## src/rtl/uart_pkg.sv

```systemverilog
// Shared UART definitions: receiver state encoding, parity-mode codes
// matching the transmit side, baud divider constants and small helpers.
package uart_pkg;

  typedef enum logic [2:0] {
    IDLE   = 3'd0,
    START  = 3'd1,
    DATA   = 3'd2,
    PARITY = 3'd3,
    STOP   = 3'd4
  } rx_state_t;

  // Parity-mode codes shared with the transmitter
  localparam logic [2:0] NO_CHECK  = 3'b000;
  localparam logic [2:0] ODD_CHECK = 3'b100;
  localparam logic [2:0] EVE_CHECK = 3'b110;

  localparam int OVS_RATE = 16;
  localparam int CNT_W    = 16;
  localparam int CLK_HZ   = 50_000_000;

  // clk cycles per oversample tick for a given baud, rounded to nearest
  function automatic int baud_div(input int baud);
    return (CLK_HZ + (OVS_RATE / 2) * baud) / (OVS_RATE * baud);
  endfunction

  localparam int B_RATE_2400   = baud_div(2400);
  localparam int B_RATE_4800   = baud_div(4800);
  localparam int B_RATE_9600   = baud_div(9600);
  localparam int B_RATE_19200  = baud_div(19200);
  localparam int B_RATE_38400  = baud_div(38400);
  localparam int B_RATE_57600  = baud_div(57600);
  localparam int B_RATE_115200 = baud_div(115200);
  localparam int B_RATE_230400 = baud_div(230400);
  localparam int B_RATE_460800 = baud_div(460800);
  localparam int B_RATE_921600 = baud_div(921600);

  // Map the receiver parameters onto the shared parity-mode code
  function automatic logic [2:0] parity_mode(input int par_en, input int par_odd);
    if (par_en == 0)
      return NO_CHECK;
    else if (par_odd != 0)
      return ODD_CHECK;
    else
      return EVE_CHECK;
  endfunction

  // Two-out-of-three vote used for mid-bit sampling
  function automatic logic maj3(input logic a, input logic b, input logic c);
    return (a & b) | (a & c) | (b & c);
  endfunction

endpackage

```

## src/rtl/uart_rx_tick.sv

```systemverilog
// Oversample tick generator: counts 0..OVS_DIV-1 and flags the last count.
// Restart re-phases the count to the detected start edge; disable parks it at 0.
module uart_rx_tick
  import uart_pkg::*;
#(
  parameter int OVS_DIV = 326
) (
  input  logic clk,
  input  logic rst,
  input  logic en,
  input  logic restart,
  output logic tick
);

  localparam logic [CNT_W-1:0] TC = CNT_W'(OVS_DIV - 1);

  logic [CNT_W-1:0] cnt;

  // free-running divider, cleared on restart and held while disabled
  always_ff @(posedge clk or posedge rst) begin
    if (rst) begin
      cnt <= '0;
    end else if (!en || restart) begin
      cnt <= '0;
    end else if (cnt == TC) begin
      cnt <= '0;
    end else begin
      cnt <= cnt + 1'b1;
    end
  end

  assign tick = en && !restart && (cnt == TC);

endmodule

```

## src/rtl/uart_rx_module.sv

```systemverilog
// 16x oversampling UART receiver: 8 data bits LSB first, optional parity,
// 1 or 2 stop bits, one-entry holding register with ready/acknowledge,
// and single-cycle frame, parity and overrun pulses.
//
//   state  | meaning
//   IDLE   | line idle, waiting for a low level with the receiver enabled
//   START  | qualifying the start bit at mid-bit, false starts dropped
//   DATA   | shifting in eight data bits, LSB first
//   PARITY | checking the parity bit against the data
//   STOP   | checking stop bit(s); commit decision on the last one
module uart_rx_module
  import uart_pkg::*;
#(
  parameter int OVS_DIV    = B_RATE_9600,
  parameter int PARITY_EN  = 0,
  parameter int PARITY_ODD = 0,
  parameter int STOP_BITS  = 1
) (
  input  logic       clk,
  input  logic       rst,
  input  logic       en,
  input  logic       rx,
  input  logic       Rd,
  output logic [7:0] data_out,
  output logic       rx_ready,
  output logic       frame_err,
  output logic       parity_err,
  output logic       overrun
);

  localparam logic [2:0] PAR_MODE  = parity_mode(PARITY_EN, PARITY_ODD);
  localparam logic       HAS_PAR   = (PAR_MODE != NO_CHECK);
  localparam logic       PAR_ODD   = (PAR_MODE == ODD_CHECK);
  localparam logic       LAST_STOP = (STOP_BITS == 2);

  logic      rx_meta;
  logic      rxs;
  logic      tick;
  logic      restart;
  rx_state_t state;
  logic [3:0] s_cnt;
  logic [2:0] bit_idx;
  logic      stop_idx;
  logic [1:0] smp;
  logic [7:0] shreg;
  logic      par_bad;
  logic      bit_val;

  // two-flop synchroniser; the line idles high so both flops reset to 1
  always_ff @(posedge clk or posedge rst) begin
    if (rst) begin
      rx_meta <= 1'b1;
      rxs     <= 1'b1;
    end else begin
      rx_meta <= rx;
      rxs     <= rx_meta;
    end
  end

  // start detect; also re-phases the tick counter to the falling edge
  assign restart = (state == IDLE) && en && !rxs;

  uart_rx_tick #(
    .OVS_DIV (OVS_DIV)
  ) u_tick (
    .clk     (clk),
    .rst     (rst),
    .en      (en),
    .restart (restart),
    .tick    (tick)
  );

  // samples at s_cnt 7 and 8 are stored; the third is the live line at 9
  assign bit_val = maj3(smp[0], smp[1], rxs);

  // frame FSM with registered data, ready level and error pulses
  always_ff @(posedge clk or posedge rst) begin
    if (rst) begin
      state      <= IDLE;
      s_cnt      <= '0;
      bit_idx    <= '0;
      stop_idx   <= 1'b0;
      smp        <= '0;
      shreg      <= '0;
      par_bad    <= 1'b0;
      data_out   <= '0;
      rx_ready   <= 1'b0;
      frame_err  <= 1'b0;
      parity_err <= 1'b0;
      overrun    <= 1'b0;
    end else begin
      frame_err  <= 1'b0;
      parity_err <= 1'b0;
      overrun    <= 1'b0;

      if (Rd && rx_ready) begin
        rx_ready <= 1'b0;
      end

      if (!en) begin
        // abort silently; holding register left as is
        state <= IDLE;
        s_cnt <= '0;
      end else if (state == IDLE) begin
        if (!rxs) begin
          state    <= START;
          s_cnt    <= '0;
          bit_idx  <= '0;
          stop_idx <= 1'b0;
          par_bad  <= 1'b0;
        end
      end else if (tick) begin
        s_cnt <= s_cnt + 4'd1;
        if (s_cnt == 4'd7) smp[0] <= rxs;
        if (s_cnt == 4'd8) smp[1] <= rxs;

        case (state)
          START: begin
            if (s_cnt == 4'd9 && bit_val) begin
              state <= IDLE;
            end else if (s_cnt == 4'd15) begin
              state <= DATA;
            end
          end

          DATA: begin
            if (s_cnt == 4'd9) begin
              shreg <= {bit_val, shreg[7:1]};
            end else if (s_cnt == 4'd15) begin
              bit_idx <= bit_idx + 3'd1;
              if (bit_idx == 3'd7) begin
                state <= HAS_PAR ? PARITY : STOP;
              end
            end
          end

          PARITY: begin
            if (s_cnt == 4'd9) begin
              par_bad <= (^shreg) ^ bit_val ^ PAR_ODD;
            end else if (s_cnt == 4'd15) begin
              state <= STOP;
            end
          end

          STOP: begin
            if (s_cnt == 4'd9) begin
              if (!bit_val) begin
                // framing error wins over parity; line may still be low
                frame_err <= 1'b1;
                state     <= IDLE;
              end else if (stop_idx == LAST_STOP) begin
                // leave 6 ticks early so back-to-back frames are caught
                state <= IDLE;
                if (par_bad) begin
                  parity_err <= 1'b1;
                end else begin
                  data_out <= shreg;
                  rx_ready <= 1'b1;
                  if (rx_ready && !Rd) begin
                    overrun <= 1'b1;
                  end
                end
              end
            end else if (s_cnt == 4'd15) begin
              stop_idx <= 1'b1;
            end
          end

          default: state <= IDLE;
        endcase
      end
    end
  end

endmodule

```

## config.mk

```make
export PLATFORM = sky130hd
export DESIGN_NAME = uart_rx_module
export DESIGN_NICKNAME = d
export VERILOG_FILES = /design/src/rtl/uart_pkg.sv /design/src/rtl/uart_rx_tick.sv /design/src/rtl/uart_rx_module.sv
export SDC_FILE = /design/constraint.sdc
export NUM_CORES = 1
export LEC_CHECK = 0
export ABC_CLOCK_PERIOD_IN_PS = 2750
export BUFFER_PORTS_ARGS = -buffer_cell sky130_fd_sc_hd__clkbuf_2
export CAP_MARGIN = 5
export CORE_ASPECT_RATIO = 1.2
export CORE_MARGIN = 4
export CORE_UTILIZATION = 40
export CTS_BUF_LIST = sky130_fd_sc_hd__clkbuf_16
export DETAILED_ROUTE_END_ITERATION = 6
export PLACE_DENSITY = 0.57
export SLEW_MARGIN = 25
export SYNTH_ARGS = -nofsm -noshare
export SYNTH_HDL_FRONTEND = slang
export SYNTH_SLANG_ARGS = --single-unit
export TNS_END_PERCENT = 30
```

## constraint.sdc

```tcl
create_clock -name clk -period 2.75 [get_ports clk]
set_input_delay 0.1375 -clock clk [delete_from_list [all_inputs] [get_ports clk]]
set_output_delay 0.1375 -clock clk [all_outputs]
set_load 0.05 [all_outputs]
```

==> flow_summary.toml <==
[critical_path]
rr_startpoint = "rxs"
crit_arrival_ns = 2.55
cp-end-kind = "flop"
crit_required_ns = 2.92
r2r-end = "data_out[5]"
path_class = "reg2reg"
start_kind = "flop"
reg2regPathDepth = 5
critPathMaxFanout = 8
reg2reg_slack_ns = 0.38

[logic_synthesis]
synth_top_area_cell = "dfrtp_1"
synthTopCellsByArea = "dfrtp_1, mux2_2, xnor2_1"
avgSynthCellArea_um2 = 11.03
synth_edf_count = 0
synth-seq-cells = 52
seq_area_frac_synth_pct = 50.53
syn_area_um2 = 2580
synth_nets = 246
yosys.area.top_type_share_pct = 48.50
ys.flop_type = "dfrtp_1"
ys_warn_count = 0
synth_cell_types = 44
async_reset_ff_share_pct = 100.0
synth_cells = 234

[layout]
mostFrequentLayoutCells = "dfrtp_1, nor2_1, mux2_2"
layout_commonest_cell = "dfrtp_1"
n_fill_cell = 561
final_area_um2 = 2909
area_growth_pct = 12.75
antennaDiodeCount = 0
drive_gt1_share_pct = 20.00
final_net_count = 266

[power]
leakage_nw = 1.319
power_per_cell_area_nw_per_um2 = 591.0
irDropWorstVdd_mv = 0.3115

[timing]
tns_ns = 0
grt_setup_unrepaired = "no"
relSlewSlack_pct = 60.81
slew_viol_final = 0
clock.fmax_mhz = 421.1
setup_viol = 0
tightestPinTransition_ns = 0.5834
post-route-period-util_pct = 86.35
finClkSkew_ns = 0.005620
period_needed_ns = 2.375
hold_viol = 0

[placed_design]
gp_congestion = 0.8664
placedInstanceArea_um2 = 2744
portBuffers = 16
hpwlAfterDp_um = 3420

[routing]
routed_wl_um = 4765
drc = 0
vias_per_cell = 5.107
drtIter0Drc = 134
vias = 1721
wl_per_cell_um = 14.14
antenna_left = 0
dr.pass1.iters = 4

[clock_tree]
cts_tree = "built"
clk_pin_slew_ns = 0.07
clk_latency_ns = 0.29
root_buffer = "clkbuf_16"
clockBufferDepth = 2
cts_resized = 0
h-tree-depth = 2
numCtsBuffers = 5
clock-sinks = 52

[global_route]
grtUsageTotal_pct = 13.66
grt_pass1_vias = 1735
grt_pass1_wl_um = 8224
grt_overflow = 0
antenna_found_initial = 0
grt_max_degree = 28

[worst_hold_path]
hp-class = "in2reg"
worstHoldStart = "Rd"
hold_depth = 3
whs_endpoint = "rx_ready"

[die]
die_w_um = 81.32
die_y_um = 95.98
start_util_pct = 41.83
row_count = 31
die_area_um2 = 7804
coreArea_um2 = 6167
num_io_pins = 17

[run]
drv_cap = 0

[status]
status = "complete, no violations"
-- worst max path at each step --
stage | from | to | slack [ns] | cells past startpoint
after CTS | rxs | data_out[3] | 0.34 | 5
after global placement | rxs | data_out[4] | 0.37 | 5
after detailed placement | rxs | data_out[3] | 0.36 | 5
final | rxs | data_out[5] | 0.38 | 5
after floorplan | rxs | data_out[0] | 0.68 | 5
after global routing | u_tick.cnt[1] | bit_idx[0] | 0.23 | 7
-- repair_timing --
item                      4_1_cts  5_1_grt
setup buffers                   0        0
hold endpoints to repair       24        0
hold buffers                    2        0
-- cell usage after synthesis, types with 2 or more instances --
cell and instances:
a21oi_1 6, and2_1 3, and3_1 4, and4_1 3
buf_2 3, clkbuf_1 3, dfrtp_1 50, dfstp_2 2
ha_1 7, inv_1 11, mux2_2 18, mux2i_1 2
nand2_1 17, nand2b_1 2, nand3_1 6, nand3b_1 4
nand4_1 8, nand4b_1 2, nor2_1 21, nor3_1 3
nor3b_1 2, o21a_1 2, o21ai_0 8, o311ai_0 2
or3_1 6, xnor2_1 11, xor2_1 11
-- cells by family (layout without fill, tap and decap cells) --
kind of cell | Yosys count | count (layout) | share of synthesized area (%)
xor+xnor | 22 | 22 | 7.468
buf+inv | 17 | 38 | 2.619
flops | 52 | 52 | 50.53
compound gates | 25 | 25 | 6.305
fa+ha+maj | 8 | 8 | 3.783
simple gates | 90 | 90 | 20.66
mux | 20 | 20 | 8.632
-- layout make-up --
cell class,count,area [um^2],area share (%)
Clock buffer,5,125.1,4.301
Clock inverter,3,20.02,0.6882
Inverter,11,41.29,1.419
Multi-Input combinational cell,165,1209,41.55
Sequential cell,52,1304,44.82
Tap cell,82,102.6,3.527
Timing Repair Buffer,19,107.6,3.699
-- critical path, stage by stage (launching register included) --
cell and delay [ns]:
dfstp_2 0.61, maj3_1 0.36, nand2_1 0.16, or4_4 0.53
nor2_4 0.23, mux2_2 0.37
-- metal layers --
layer / vias up / routed length [um] / GRT usage (%)
met3: 6 / 99 / 2.528
met5: - / 0 / 0
met1: 838 / 2246 / 18.86
met2: 17 / 2328 / 20.92
li1: 860 / - / -
met4: 0 / 91 / 5.775
-- sequential cells by signal (all words and copies together), names as in the netlist --
signal / flops
u_tick.cnt: 16
data_out: 8
shreg: 8
s_cnt: 4
bit_idx: 3
state: 3
smp: 2
frame_err: 1
overrun: 1
par_bad: 1
parity_err: 1
rx_meta: 1
rx_ready: 1
rxs: 1
stop_idx: 1
-- where the power goes --
| group | internal, W | switching (W) |
|---|---|---|
| logic | 0.0000888 | 0.000165 |
| clock network | 0.000336 | 0.000270 |
| registers | 0.000800 | 0.0000589 |
-- per-stage QoR --
stage | util, % | hold WS, ns | instances | total power [W] | worst slack (ns)
global placement | 44.49 | 0.2066 | 327 | 0.001127 | 0.3662
floorplan | - | 0.1420 | 234 | 0.001069 | 0.6849
finish | 47.17 | 0.1087 | 337 | 0.001719 | 0.3753
detailed placement | 44.49 | 0.2076 | 327 | 0.001125 | 0.3591
global route | 47.17 | 0.1337 | 337 | 0.001816 | 0.2268
CTS | 47.17 | 0.1097 | 337 | 0.001742 | 0.3389
(Power assumes the default switching activity.)
